`config.mk`:
```
export PLATFORM = sky130hd
export DESIGN_NAME = uart_ctrl
export DESIGN_NICKNAME = d
export VERILOG_FILES = /design/src/rtl/uart_ctrl.sv
export SDC_FILE = /design/constraint.sdc
export NUM_CORES = 1
export LEC_CHECK = 0
export ABC_AREA = 1
export BUFFER_PORTS_ARGS = -buffer_cell sky130_fd_sc_hd__buf_2
export CAP_MARGIN = 25
export CELL_PAD_IN_SITES_DETAIL_PLACEMENT = 1
export CELL_PAD_IN_SITES_GLOBAL_PLACEMENT = 2
export CORE_UTILIZATION = 40
export DETAILED_ROUTE_END_ITERATION = 8
export PLACE_DENSITY_LB_ADDON = 0.1
export SYNTH_ARGS = -nofsm -noshare
export SYNTH_HDL_FRONTEND = slang
export SYNTH_SLANG_ARGS = --single-unit
```
`constraint.sdc`:
```
create_clock -name CLK -period 3.7 [get_ports CLK]
set_input_delay 0.185 -clock CLK [delete_from_list [all_inputs] [get_ports CLK]]
set_output_delay 0.185 -clock CLK [all_outputs]
set_load 0.01 [all_outputs]
```
`src/rtl/uart_ctrl.sv`:
```
// rtl/uart_ctrl.sv - Memory-mapped UART controller: TX/RX byte FIFOs, status/sticky flags, TX frame sequencer, level IRQ

module uart_ctrl_fifo #(
    parameter int DEPTH = 16
) (
    input  logic       clk,
    input  logic       rst_n,
    input  logic       i_push,
    input  logic [7:0] i_push_data,
    input  logic       i_pop,
    output logic [7:0] o_head,
    output logic       o_full,
    output logic       o_empty
);
    localparam int AW = $clog2(DEPTH);
    localparam logic [AW:0] PTR_ONE = 1;

    logic [AW:0] r_wr_ptr;
    logic [AW:0] r_rd_ptr;
    logic [7:0]  r_mem [DEPTH];
    logic        w_pop_ok;
    logic        w_push_ok;

    assign o_empty   = (r_wr_ptr == r_rd_ptr);
    assign o_full    = ((r_wr_ptr ^ r_rd_ptr) == {1'b1, {AW{1'b0}}});
    assign o_head    = r_mem[r_rd_ptr[AW-1:0]];
    assign w_pop_ok  = i_pop & ~o_empty;
    // A pop in the same cycle frees the slot, so a full FIFO still accepts the push
    assign w_push_ok = i_push & (~o_full | w_pop_ok);

    always_ff @(posedge clk or negedge rst_n) begin
        if (!rst_n) begin
            r_wr_ptr <= '0;
            r_rd_ptr <= '0;
        end else begin
            if (w_push_ok) r_wr_ptr <= r_wr_ptr + PTR_ONE;
            if (w_pop_ok)  r_rd_ptr <= r_rd_ptr + PTR_ONE;
        end
    end

    always_ff @(posedge clk) begin
        if (w_push_ok) r_mem[r_wr_ptr[AW-1:0]] <= i_push_data;
    end
endmodule

module uart_ctrl #(
    parameter int TX_DEPTH = 16,
    parameter int RX_DEPTH = 16
) (
    input  logic        CLK,
    input  logic        RESETB,
    input  logic [1:0]  ADDR,
    input  logic        WR_EN,
    input  logic [7:0]  WR_DATA,
    input  logic        RD_EN,
    output logic [31:0] RD_DATA,
    output logic        IRQ,
    output logic [7:0]  UART_TX_DATA,
    output logic        UART_TX_DATA_EN,
    input  logic        UART_TX_BUSY,
    input  logic [7:0]  UART_RX_DATA,
    input  logic        UART_RX_DATA_EN
);
    typedef enum logic [1:0] {
        S_IDLE,
        S_LAUNCH,
        S_WAIT_BUSY,
        S_WAIT_DONE
    } state_t;

    state_t     r_state;
    logic [1:0] r_ctrl;
    logic       r_rx_ovr;
    logic       r_tx_ovf;

    logic       w_data_wr;
    logic       w_data_rd;
    logic       w_stat_rd;
    logic       w_ctrl_wr;
    logic       w_tx_empty;
    logic       w_tx_full;
    logic       w_tx_pop;
    logic [7:0] w_tx_head;
    logic       w_rx_empty;
    logic       w_rx_full;
    logic       w_rx_pop;
    logic [7:0] w_rx_head;
    logic       w_tx_idle;
    logic       w_rx_ovr_set;
    logic       w_tx_ovf_set;

    assign w_data_wr = WR_EN & (ADDR == 2'd0);
    assign w_ctrl_wr = WR_EN & (ADDR == 2'd2);
    assign w_data_rd = RD_EN & (ADDR == 2'd0);
    assign w_stat_rd = RD_EN & (ADDR == 2'd1);

    assign w_tx_pop  = (r_state == S_IDLE) & ~w_tx_empty;
    assign w_rx_pop  = w_data_rd & ~w_rx_empty;
    assign w_tx_idle = w_tx_empty & (r_state == S_IDLE);

    assign w_tx_ovf_set = w_data_wr & w_tx_full & ~w_tx_pop;
    assign w_rx_ovr_set = UART_RX_DATA_EN & w_rx_full & ~w_rx_pop;

    uart_ctrl_fifo #(.DEPTH(TX_DEPTH)) u_tx_fifo (
        .clk         (CLK),
        .rst_n       (RESETB),
        .i_push      (w_data_wr),
        .i_push_data (WR_DATA),
        .i_pop       (w_tx_pop),
        .o_head      (w_tx_head),
        .o_full      (w_tx_full),
        .o_empty     (w_tx_empty)
    );

    uart_ctrl_fifo #(.DEPTH(RX_DEPTH)) u_rx_fifo (
        .clk         (CLK),
        .rst_n       (RESETB),
        .i_push      (UART_RX_DATA_EN),
        .i_push_data (UART_RX_DATA),
        .i_pop       (w_rx_pop),
        .o_head      (w_rx_head),
        .o_full      (w_rx_full),
        .o_empty     (w_rx_empty)
    );

    // Frame sequencer; the launch pulse is registered so it lands one cycle after LAUNCH is entered
    always_ff @(posedge CLK or negedge RESETB) begin
        if (!RESETB) begin
            r_state         <= S_IDLE;
            UART_TX_DATA    <= 8'd0;
            UART_TX_DATA_EN <= 1'b0;
        end else begin
            UART_TX_DATA_EN <= 1'b0;
            case (r_state)
                S_IDLE: begin
                    if (!w_tx_empty) begin
                        UART_TX_DATA <= w_tx_head;
                        r_state      <= S_LAUNCH;
                    end
                end
                S_LAUNCH: begin
                    UART_TX_DATA_EN <= 1'b1;
                    r_state         <= S_WAIT_BUSY;
                end
                S_WAIT_BUSY: begin
                    if (UART_TX_BUSY) r_state <= S_WAIT_DONE;
                end
                S_WAIT_DONE: begin
                    if (!UART_TX_BUSY) r_state <= S_IDLE;
                end
            endcase
        end
    end

    always_ff @(posedge CLK or negedge RESETB) begin
        if (!RESETB) begin
            r_ctrl   <= 2'd0;
            r_rx_ovr <= 1'b0;
            r_tx_ovf <= 1'b0;
            RD_DATA  <= 32'd0;
            IRQ      <= 1'b0;
        end else begin
            if (w_ctrl_wr) r_ctrl <= WR_DATA[1:0];
            // Set beats the clearing STATUS read
            r_rx_ovr <= w_rx_ovr_set | (r_rx_ovr & ~w_stat_rd);
            r_tx_ovf <= w_tx_ovf_set | (r_tx_ovf & ~w_stat_rd);
            if (RD_EN) begin
                case (ADDR)
                    2'd0:    RD_DATA <= {24'd0, (w_rx_empty ? 8'd0 : w_rx_head)};
                    2'd1:    RD_DATA <= {27'd0, r_tx_ovf, r_rx_ovr, w_tx_idle, w_tx_full, ~w_rx_empty};
                    2'd2:    RD_DATA <= {30'd0, r_ctrl};
                    default: RD_DATA <= 32'd0;
                endcase
            end
            IRQ <= (r_ctrl[0] & ~w_rx_empty) | (r_ctrl[1] & w_tx_idle);
        end
    end
endmodule

```
==> results of run 1 <==
worst min-delay path, stage by stage:
cell and delay [ns]:
sky130_fd_sc_hd__buf_2 0.11, sky130_fd_sc_hd__nor2_4 0.06, sky130_fd_sc_hd__nand2_1 0.05, sky130_fd_sc_hd__o22ai_1 0.06
registers in the layout, summed over array words and instances (netlist names):
register	count
RD_DATA	8
r_ctrl	2
u_rx_fifo.r_wr_ptr	5
r_state	2
u_tx_fifo.r_rd_ptr	5
r_tx_ovf	1
u_rx_fifo.r_mem	128
r_rx_ovr	1
u_tx_fifo.r_mem	128
u_tx_fifo.r_wr_ptr	5
UART_TX_DATA	8
u_rx_fifo.r_rd_ptr	5
IRQ	1
UART_TX_DATA_EN	1
layout by cell type, fill, tap and decap left out, drive strengths merged:
master,count
bufinv,2
mux2i,1
o221ai,8
nand3,36
a21oi,15
and2,1
xor2,19
dfrtp,44
clkinv,14
nor2,191
xnor2,1
clkinvlp,1
buf,72
edfxtp,256
dlygate4sd3,4
o21ai,134
nand4,5
ha,15
conb,24
nand2,156
nor3,19
o22ai,34
clkbuf,49
inv,54
o211ai,20
worst max path at each step:
stage          slack [ns]  cells past startpoint                endpoint
6_report             1.15                      5  u_tx_fifo.r_mem[15][4]
5_1_grt              0.95                      5  u_tx_fifo.r_mem[15][1]
4_1_cts              1.14                      5  u_tx_fifo.r_mem[15][6]
3_5_place_dp         1.17                      5  u_tx_fifo.r_mem[15][2]
3_3_place_gp         1.24                     11              RD_DATA[0]
2_1_floorplan        1.55                      7   u_tx_fifo.r_mem[5][0]
cell type report:
class | count | area, µm²
clock buffers | 49 | 949.7
clock inverters | 15 | 137.6
fillers | 3367 | 17100
inverters | 56 | 212.7
multi-input cells | 679 | 3369
flip-flops and latches | 300 | 8791
well taps | 402 | 503.0
repair buffers | 76 | 490.5
routing by layer:
layer  routed length [µm]  part of all wire (%)  vias to the layer above  global-route usage (%)
met3                 1065                   3.2                       56                   2.499
li1                     -                     -                     3886                       -
met5                    0                     0                        -                       0
met1                15060                    45                     4068                   28.14
met2                16770                    50                      124                   36.68
met4                  836                   2.5                        0                   6.154
power breakdown:
| group | internal [mW] | switching [mW] |
|---|---|---|
| Combinational | 1.06 | 2.50 |
| Sequential | 4.06 | 0.274 |
| Clock | 1.94 | 1.36 |
through the flow:
stage / setup WS [ns] / power (mW) / cell area, µm² / hold slack [ns] / util, %
global placement: 1.242 / 7.993 / 13310 / 0.1527 / 42.17
floorplan: 1.555 / 6.847 / 12890 / -0.1106 / -
global route: 0.9512 / 11.90 / 14450 / 0.04339 / 45.80
finish: 1.154 / 11.18 / 14450 / 0.01501 / 45.80
detailed placement: 1.167 / 8.030 / 13330 / 0.1517 / 42.23
CTS: 1.141 / 11.37 / 14450 / 0.006328 / 45.80
cell families after synthesis:
| family | after synthesis |
|---|---|
| buffers and inverters | 134 |
| and+or+nand+nor | 408 |
| DFF | 300 |
| AOI/OAI and AO/OA | 211 |
| other | 1 |
| adders and majority gates | 15 |
| muxes | 1 |
| xor gates and xnor gates | 20 |
what timing repair did:
| action | 4_1_cts | 5_1_grt |
|---|---|---|
| endpoints found under the hold margin | 18 | 0 |
| setup buffers | 0 | 0 |
| hold buffers | 4 | 0 |
| endpoints found under the setup margin | 0 | 0 |
==> flow_metrics.py, run 1 <==
metrics = {
    "logic_synthesis": {
        "number_of_enable_type_register_cells_in_the_synthesized_netlist": 256,
        "yosys.cell_types.count": 38,
        "synth_top_family_by_area": "simple AND/OR/NAND/NOR gates",
        "seq_area_frac_synth_pct": 68.66,
        "synth_compound_gate_area_share_pct": 9.355,
        "leading_cell_type_by_number_of_instances_after_synthesis": "sky130_fd_sc_hd__edfxtp_1",
        "synthesis.area_mm2": 0.01280,
        "synth_mux_area_share_pct": 0.07820,
        "netlist.area_leader.share_pct": 60.06,
        "synth.yosys.warnings": 0,
        "ys_dominant_reg_cell": "sky130_fd_sc_hd__edfxtp_1",
        "synth.avg_cell_area_um2": 11.74,
        "synth.largest_area_cell": "sky130_fd_sc_hd__edfxtp_1",
        "number_of_synthesized_register_bits": 300,
        "synth_common_cells": "sky130_fd_sc_hd__edfxtp_1, sky130_fd_sc_hd__nor2_1, sky130_fd_sc_hd__nand2_1, sky130_fd_sc_hd__o21ai_0, sky130_fd_sc_hd__inv_1",
        "yosys.area_share.simple_pct": 13.24,
        "netlist_instances": 1090,
        "synth_xor_xnor_area_share_pct": 1.486,
        "post_synth_fa_ha_maj_area_fraction_pct": 1.466,
        "ys_async_sr_fraction_pct": 14.67,
        "dominant_cells_by_area_after_synthesis": "sky130_fd_sc_hd__edfxtp_1, sky130_fd_sc_hd__dfrtp_1, sky130_fd_sc_hd__nor2_1, sky130_fd_sc_hd__o21ai_0, sky130_fd_sc_hd__nand2_1",
    },
    "clocking": {
        "cts.path.max_buffers": 3,
        "tritoncts": "done",
        "cts_root_buffer": "sky130_fd_sc_hd__clkbuf_16",
        "clkSinkCount": 300,
        "cts-resized-gates": 0,
        "clk_lat_worst_skew_ns": 0.51,
        "tritoncts.num_buffers": 35,
        "htreeDepth": 2,
        "path_clk_slew_ns": 0.06,
    },
    "critical_path": {
        "critPathMaxStageDelay_ns": 0.75,
        "worst-path-max-fanout": 24,
        "cp_top_family": "simple AND/OR/NAND/NOR gates",
        "type_of_element_capturing_the_critical_path": "register",
        "worst-setup-path-type": "reg2reg",
        "worstReg2RegEnd": "u_tx_fifo.r_mem[15][4]",
        "crit_chain": "xor2_1 > nor2_2 > nand4_2 > nand3_4 > nor2_1",
        "startpoint": "u_tx_fifo.r_rd_ptr[1]",
        "crit_slowest_cell": "sky130_fd_sc_hd__nor2_1",
        "worstReg2RegStart": "u_tx_fifo.r_rd_ptr[1]",
        "slack_of_the_worst_reg_to_reg_path_ns": 1.15,
        "ff2ff_path_depth": 5,
        "worst_setup_path_start_kind": "register",
        "critical_path_buf_inv_count": 0,
        "critical_path_arrival_ns": 2.68,
        "data_required_critical_path_ns": 3.83,
    },
    "timing": {
        "maxSlewHeadroom_pct": 36.59,
        "finalClockSkew_ns": 0.01750,
        "max_freq_ghz": 0.3928,
        "slew_viol_final": 0,
        "setup_tns_ns": 0,
        "grt_setup_unrepaired": "no",
        "setup_violations": 0,
        "post-route-min-period_ns": 2.546,
        "timing_hold_violations_final": 0,
        "final_min_period_over_clock_period_pct": 68.80,
        "tightestPinTransition_ns": 0.9500,
    },
    "placed_design": {
        "dp_hpwl_um": 21530,
        "count_of_placed_standard_cells_including_taps": 1509,
        "portBuffers": 41,
        "gp_routability_congestion": 0.7906,
    },
    "floorplan": {
        "die_w_um": 180.9,
        "start_util_pct": 40.56,
        "y_dimension_of_the_die_um": 180.9,
        "fp.dieArea_mm2": 0.03272,
        "top_ports": 66,
        "core_mm2": 0.03156,
        "placement_rows": 65,
    },
    "global_routing": {
        "grt_usage_pct": 21.25,
        "largest_net_degree_at_the_start_of_global_routing": 66,
        "globalRouteOverflowTotal": 0,
        "grt_pass1_vias": 8482,
        "first_pass_grt_wire_length_um": 52120,
        "antenna_violations_before_repair": 0,
    },
    "route": {
        "detailedRoute.firstPassIterationCount": 6,
        "post-route-drc-count": 0,
        "via_to_cell_ratio": 5.158,
        "ant_nets": 0,
        "drt_first_iter_violations": 527,
        "wl_per_cell_um": 21.39,
        "vias": 8134,
        "final_wl_um": 33730,
    },
    "power_and_ir_drop": {
        "power_density_mw_per_mm2": 773.8,
        "vdd_drop_max_uv": 413.7,
        "p_leak_nw": 5.303,
    },
    "cells_and_area": {
        "fraction_of_layout_instances_using_a_drive_strength_above_1_pct": 12.77,
        "num_antenna_cells": 0,
        "nets": 1187,
        "layout.cells.non_filler": 1577,
        "area_growth_syn_to_layout_pct": 12.92,
    },
    "hold_path": {
        "hold_path_depth": 4,
        "min_path_type": "in2reg",
        "hold-path-endpoint": "r_tx_ovf",
        "hold_path.startpoint": "ADDR[0]",
    },
    "job": {
        "cap_violations": 0,
    },
    "status": {
        "result_of_the_run": "completed",
    },
}
(Power assumes the default switching activity.)
==> run 2, diff against run 1 <==
- CORE_UTILIZATION: 40 -> 38
- clock period: 3.7 -> 2.1 ns (I/O delays scaled with it)
==> run 2 against run 1 <==
  * Via count grew 0.23%
  * Hold slack lost 0.0017 ns
  * Setup slack lost 0.98 ns
  * Largest power group unchanged
==> flow_metrics.py, run 2 (synthesis results as in run 1) <==
metrics = {
    "cells_and_area": {
        "area_growth_syn_to_layout_pct": 16.25,
        "seqCellArea_mm2": 0.008791,
        "layout_common_cells": "sky130_fd_sc_hd__edfxtp_1, sky130_fd_sc_hd__nor2_1, sky130_fd_sc_hd__nand2_1",
        "num_antenna_cells": 0,
        "area_used_by_multi_input_combinational_logic_mm2": 0.003400,
        "layout.cells.non_filler": 1641,
        "fillers": 3568,
        "fraction_of_layout_instances_using_a_drive_strength_above_1_pct": 15.85,
        "finalInstanceArea_mm2": 0.01488,
        "nets": 1213,
        "commonest_non_fill_non_tap_cell_in_the_layout": "sky130_fd_sc_hd__edfxtp_1",
    },
    "clocking": {
        "cts_setup_buffers": 0,
        "cts.path.max_buffers": 3,
        "clk_lat_worst_skew_ns": 0.51,
        "htreeDepth": 2,
        "cts_root_buffer": "sky130_fd_sc_hd__clkbuf_16",
        "tritoncts": "done",
        "tritoncts.num_buffers": 35,
        "clkSinkCount": 300,
        "path_clk_slew_ns": 0.06,
    },
    "critical_path": {
        "data_required_critical_path_ns": 2.30,
        "worst-path-max-fanout": 10,
        "critical_path_arrival_ns": 2.13,
        "worst_setup_path_start_kind": "register",
        "type_of_element_capturing_the_critical_path": "register",
        "path_common_cell": "sky130_fd_sc_hd__buf_4",
        "critPathMaxStageDelay_ns": 0.48,
        "slack_of_the_worst_reg_to_reg_path_ns": 0.17,
        "crit_chain": "xor2_1 > nor2_2 > nand4_1 > nand2_2 > buf_4 > nor2_1 > buf_4",
        "crit_slowest_cell": "sky130_fd_sc_hd__dfrtp_1",
        "worst-setup-path-type": "reg2reg",
    },
    "placed_design": {
        "count_of_placed_standard_cells_including_taps": 1574,
        "dp_hpwl_um": 22490,
        "gp_routability_congestion": 0.7958,
        "portBuffers": 41,
        "placedInstanceArea_mm2": 0.01365,
    },
    "route": {
        "vias": 8153,
        "drt_first_iter_violations": 455,
        "final_wl_um": 33960,
        "wl_per_cell_um": 20.69,
        "via_to_cell_ratio": 4.968,
        "post-route-drc-count": 0,
        "ant_nets": 0,
        "detailedRoute.firstPassIterationCount": 4,
    },
    "timing": {
        "post-route-min-period_ns": 1.927,
        "max_freq_ghz": 0.5190,
        "setup_tns_ns": 0,
        "maxSlewHeadroom_pct": 47.22,
        "slew_viol_final": 0,
        "tightestPinTransition_ns": 0.7918,
        "setup_violations": 0,
        "finalClockSkew_ns": 0.01166,
        "grt_setup_unrepaired": "yes",
        "timing_hold_violations_final": 0,
        "final_min_period_over_clock_period_pct": 91.75,
    },
    "global_routing": {
        "gr-usage-met3_pct": 2.680,
        "antenna_violations_before_repair": 0,
        "largest_net_degree_at_the_start_of_global_routing": 67,
        "grt_pass1_vias": 8584,
        "grt_usage_pct": 20.63,
        "met1_track_demand_over_resource_pct": 26.11,
        "busiest_layer": "met2",
        "globalRouteOverflowTotal": 0,
        "globalRouteMet2Util_pct": 36.75,
        "first_pass_grt_wire_length_um": 52140,
    },
    "power_and_ir_drop": {
        "p_leak_nw": 5.489,
        "vdd_drop_max_uv": 767.2,
        "power_density_mw_per_mm2": 1370,
    },
    "floorplan": {
        "core_mm2": 0.03287,
        "fp.dieArea_mm2": 0.03442,
        "top_ports": 66,
        "start_util_pct": 38.94,
        "y_dimension_of_the_die_um": 185.5,
        "placement_rows": 66,
        "die_w_um": 185.5,
    },
    "hold_path": {
        "min_path_type": "in2reg",
    },
    "job": {
        "cap_violations": 0,
    },
    "status": {
        "result_of_the_run": "completed",
    },
}
==> run 2: cell count changes in the layout (fill, tap and decap cells not counted), moves of 3 or more <==
cell,previous run,this run
sky130_fd_sc_hd__clkbuf_1,13,9
sky130_fd_sc_hd__buf_12,1,8
sky130_fd_sc_hd__buf_4,30,47
sky130_fd_sc_hd__clkbuf_8,0,3
sky130_fd_sc_hd__nor2_2,7,19
sky130_fd_sc_hd__nor2_1,183,171
==> run 2: repair_timing <==
item                                    CTS  global route
pin swaps                                 0             0
hold buffers                              5             0
hold endpoints to repair                 36             0
gates resized for setup                   1            12
endpoints found under the setup margin    8           101
==> run 2: where the power goes <==
group | total (mW) | switching [mW] | internal [mW]
Clock | 6.01 | 2.32 | 3.69
Combinational | 6.84 | 4.62 | 2.22
Sequential | 7.53 | 0.384 | 7.15
Total | 20.4 | 7.32 | 13.1
==> run 2: path summary, 6_finish.rpt <==
path,startpoint,to,cells past startpoint
setup / recovery,u_rx_fifo.r_wr_ptr[2],u_rx_fifo.r_mem[15][5],7
hold / removal,UART_TX_BUSY,r_state[1],4
setup reg to reg,u_rx_fifo.r_wr_ptr[2],u_rx_fifo.r_mem[15][5],7
hold reg to reg,RD_DATA[6],RD_DATA[6],2
max in group asynchronous,RESETB,RD_DATA[4],3
min in group asynchronous,RESETB,UART_TX_DATA[5],2
==> run 2: stage by stage <==
step | utilization, % | total power, mW | worst slack (ns) | hold slack, ns
2_1_floorplan | - | 12.06 | -0.04523 | -0.1906
3_3_place_gp | 41.54 | 14.56 | 0.04893 | 0.2352
3_5_place_dp | 41.54 | 14.61 | -0.02295 | 0.2312
4_1_cts | 45.18 | 20.72 | 0.008887 | 0.003898
5_1_grt | 45.27 | 21.66 | -0.01249 | 0.03045
6_report | 45.27 | 20.38 | 0.1732 | 0.01329
==> run 2: per-layer routing <==
metal	wire length (µm)	up-vias
met5	0	-
met4	827	0
met3	1095	49
met2	17470	129
met1	14560	4032
li1	-	3943
==> run 2: worst max-delay path: cells and delay by family, from the launching register on <==
family | cells | cell delay, ns
buffers and inverters | 2 | 0.45
xor gates and xnor gates | 1 | 0.21
and+or+nand+nor | 4 | 0.46
DFF | 1 | 0.48
==> run 2: cell type report <==
class,instances,area share (%)
clock buffers,49,6.727
well taps,442,3.717
multi-input cells,679,22.85
repair buffers,102,5.239
clock inverters,13,0.9586
flip-flops and latches,300,59.08
inverters,56,1.430
==> run 3, diff against run 2 <==
- CELL_PAD_IN_SITES_DETAIL_PLACEMENT: 1 -> unset
- CELL_PAD_IN_SITES_GLOBAL_PLACEMENT: 2 -> unset
- CORE_UTILIZATION: 38 -> 40
- PLACE_DENSITY_LB_ADDON: 0.1 -> unset
==> run 3 against run 2 <==
  * Hold slack gained 0.021 ns
  * Count of clock-buffer cells in the layout shrank 16
  * First-iteration DRC count grew 62%
  * Clock power shrank 9.3%
  * Total power shrank 3.6%
  * Largest power group unchanged
  * Setup slack lost 0.047 ns
  * Combinational power shrank 2%
  * Clock skew grew 0.0092 ns
==> flow_metrics.py, run 3 (synthesis results as in run 1) <==
metrics = {
    "status": {
        "result_of_the_run": "completed",
    },
    "clocking": {
        "tritoncts.num_buffers": 31,
        "cts.path.max_buffers": 3,
        "cts_root_buffer": "sky130_fd_sc_hd__clkbuf_16",
        "clk_lat_worst_skew_ns": 0.57,
        "clkSinkCount": 300,
        "path_clk_slew_ns": 0.06,
        "cts_setup_buffers": 0,
        "htreeDepth": 1,
        "tritoncts": "done",
    },
    "cells_and_area": {
        "fraction_of_layout_instances_using_a_drive_strength_above_1_pct": 16.10,
        "area_growth_syn_to_layout_pct": 15.73,
        "layout.cells.non_filler": 1613,
        "area_used_by_multi_input_combinational_logic_mm2": 0.003402,
        "commonest_non_fill_non_tap_cell_in_the_layout": "sky130_fd_sc_hd__edfxtp_1",
        "num_antenna_cells": 0,
        "fillers": 2832,
        "seqCellArea_mm2": 0.008791,
        "nets": 1225,
        "layout_common_cells": "sky130_fd_sc_hd__edfxtp_1, sky130_fd_sc_hd__nor2_1, sky130_fd_sc_hd__nand2_1",
    },
    "critical_path": {
        "ff2ff_path_depth": 7,
        "startpoint": "r_state[0]",
        "critical_path_buf_inv_count": 3,
        "worst-setup-path-type": "reg2reg",
        "worstReg2RegEnd": "u_tx_fifo.r_mem[13][1]",
        "crit_slowest_cell": "sky130_fd_sc_hd__dfrtp_1",
        "crit_end": "u_tx_fifo.r_mem[13][1]",
        "crit_cells": 7,
        "critPathMaxStageDelay_ns": 0.41,
        "critical_path_arrival_ns": 2.23,
        "crit_chain": "inv_1 > ha_2 > inv_1 > nand4_2 > nand3_4 > nor3_1 > buf_4",
        "worst_setup_path_start_kind": "register",
        "worst-path-max-fanout": 17,
        "worstReg2RegStart": "r_state[0]",
        "data_required_critical_path_ns": 2.36,
        "path_common_cell": "sky130_fd_sc_hd__inv_1",
        "slack_of_the_worst_reg_to_reg_path_ns": 0.13,
        "cp_top_family": "simple AND/OR/NAND/NOR gates",
        "type_of_element_capturing_the_critical_path": "register",
    },
    "route": {
        "drt_first_iter_violations": 736,
        "ant_nets": 0,
        "detailedRoute.firstPassIterationCount": 4,
        "vias": 8337,
        "wl_per_cell_um": 19.02,
        "final_wl_um": 30680,
        "post-route-drc-count": 0,
        "via_to_cell_ratio": 5.169,
    },
    "job": {
        "cap_violations": 0,
    },
    "floorplan": {
        "start_util_pct": 40.56,
        "fp.dieArea_mm2": 0.03272,
        "top_ports": 66,
        "core_mm2": 0.03156,
        "die_w_um": 180.9,
        "placement_rows": 65,
        "y_dimension_of_the_die_um": 180.9,
    },
    "hold_path": {
        "min_path_type": "in2reg",
        "hold_path.startpoint": "WR_DATA[1]",
    },
    "global_routing": {
        "grt_usage_pct": 18.84,
        "globalRouteOverflowTotal": 0,
        "first_pass_grt_wire_length_um": 47380,
        "antenna_violations_before_repair": 0,
        "grt_pass1_vias": 8063,
        "largest_net_degree_at_the_start_of_global_routing": 68,
    },
    "placed_design": {
        "dp_worst_setup_slack_ns": 0.05165,
        "portBuffers": 41,
        "gp_routability_congestion": 0.8487,
        "dp_hpwl_um": 19750,
        "count_of_placed_standard_cells_including_taps": 1535,
    },
    "timing": {
        "timing.final.ws_setup_ns": 0.1265,
        "post-route-min-period_ns": 1.973,
        "final_min_period_over_clock_period_pct": 93.97,
        "setup_violations": 0,
        "maxSlewHeadroom_pct": 41.26,
        "setup_tns_ns": 0,
        "slew_viol_final": 0,
        "finalClockSkew_ns": 0.02081,
        "timing_hold_violations_final": 0,
        "grt_setup_unrepaired": "yes",
        "max_freq_ghz": 0.5067,
        "tightestPinTransition_ns": 0.8811,
    },
    "power_and_ir_drop": {
        "finalPower_mw": 19.65,
        "power_density_mw_per_mm2": 1327,
        "p_leak_nw": 5.469,
        "vdd_drop_max_uv": 655.4,
    },
}
-- run 3: per-stage QoR --
step	hold WS (ns)	util [%]	cell area [µm²]
2_1_floorplan	-0.1906	-	12890
3_3_place_gp	0.2671	42.97	13560
3_5_place_dp	0.2657	42.97	13560
4_1_cts	0.0008772	46.84	14780
5_1_grt	0.01536	46.94	14810
6_report	0.03407	46.94	14810
-- run 3: layer usage --
metal	GRT usage, %	vias up	share of wire (%)	wire length, µm
met5	0	-	0	0
met4	4.684	0	1.7	519
met3	2.641	40	5.9	1812
met2	28.20	282	44	13500
met1	28.73	4048	48	14840
li1	-	3967	-	-
-- run 3: power breakdown --
part | internal (mW) | total, mW | switching [mW] | leakage (nW)
Sequential | 7.15 | 7.50 | 0.352 | 2.84
Combinational | 2.19 | 6.70 | 4.52 | 2.13
Clock | 3.10 | 5.45 | 2.35 | 0.496
-- run 3: final cells by class --
type / count / area share [%]
Inverter: 56 / 1.436
Multi-Input combinational cell: 679 / 22.97
Sequential cell: 300 / 59.35
Tap cell: 402 / 3.396
Timing Repair Buffer: 118 / 5.963
Clock inverter: 25 / 1.605
Clock buffer: 33 / 5.288
-- run 3: how the worst min path moves through the flow --
stage	cells after the start	to	slack (ns)
2_1_floorplan	0	IRQ	-0.19
3_3_place_gp	1	UART_TX_DATA[4]	0.27
3_5_place_dp	1	UART_TX_DATA[0]	0.27
4_1_cts	1	u_tx_fifo.r_mem[3][0]	0.0009
5_1_grt	1	u_tx_fifo.r_mem[3][1]	0.02
6_report	1	u_tx_fifo.r_mem[3][1]	0.03
-- run 3: what timing repair did --
action	4_1_cts	5_1_grt
gates resized for setup	0	14
setup endpoints to repair	0	186
hold buffers	20	0
endpoints found under the hold margin	203	0
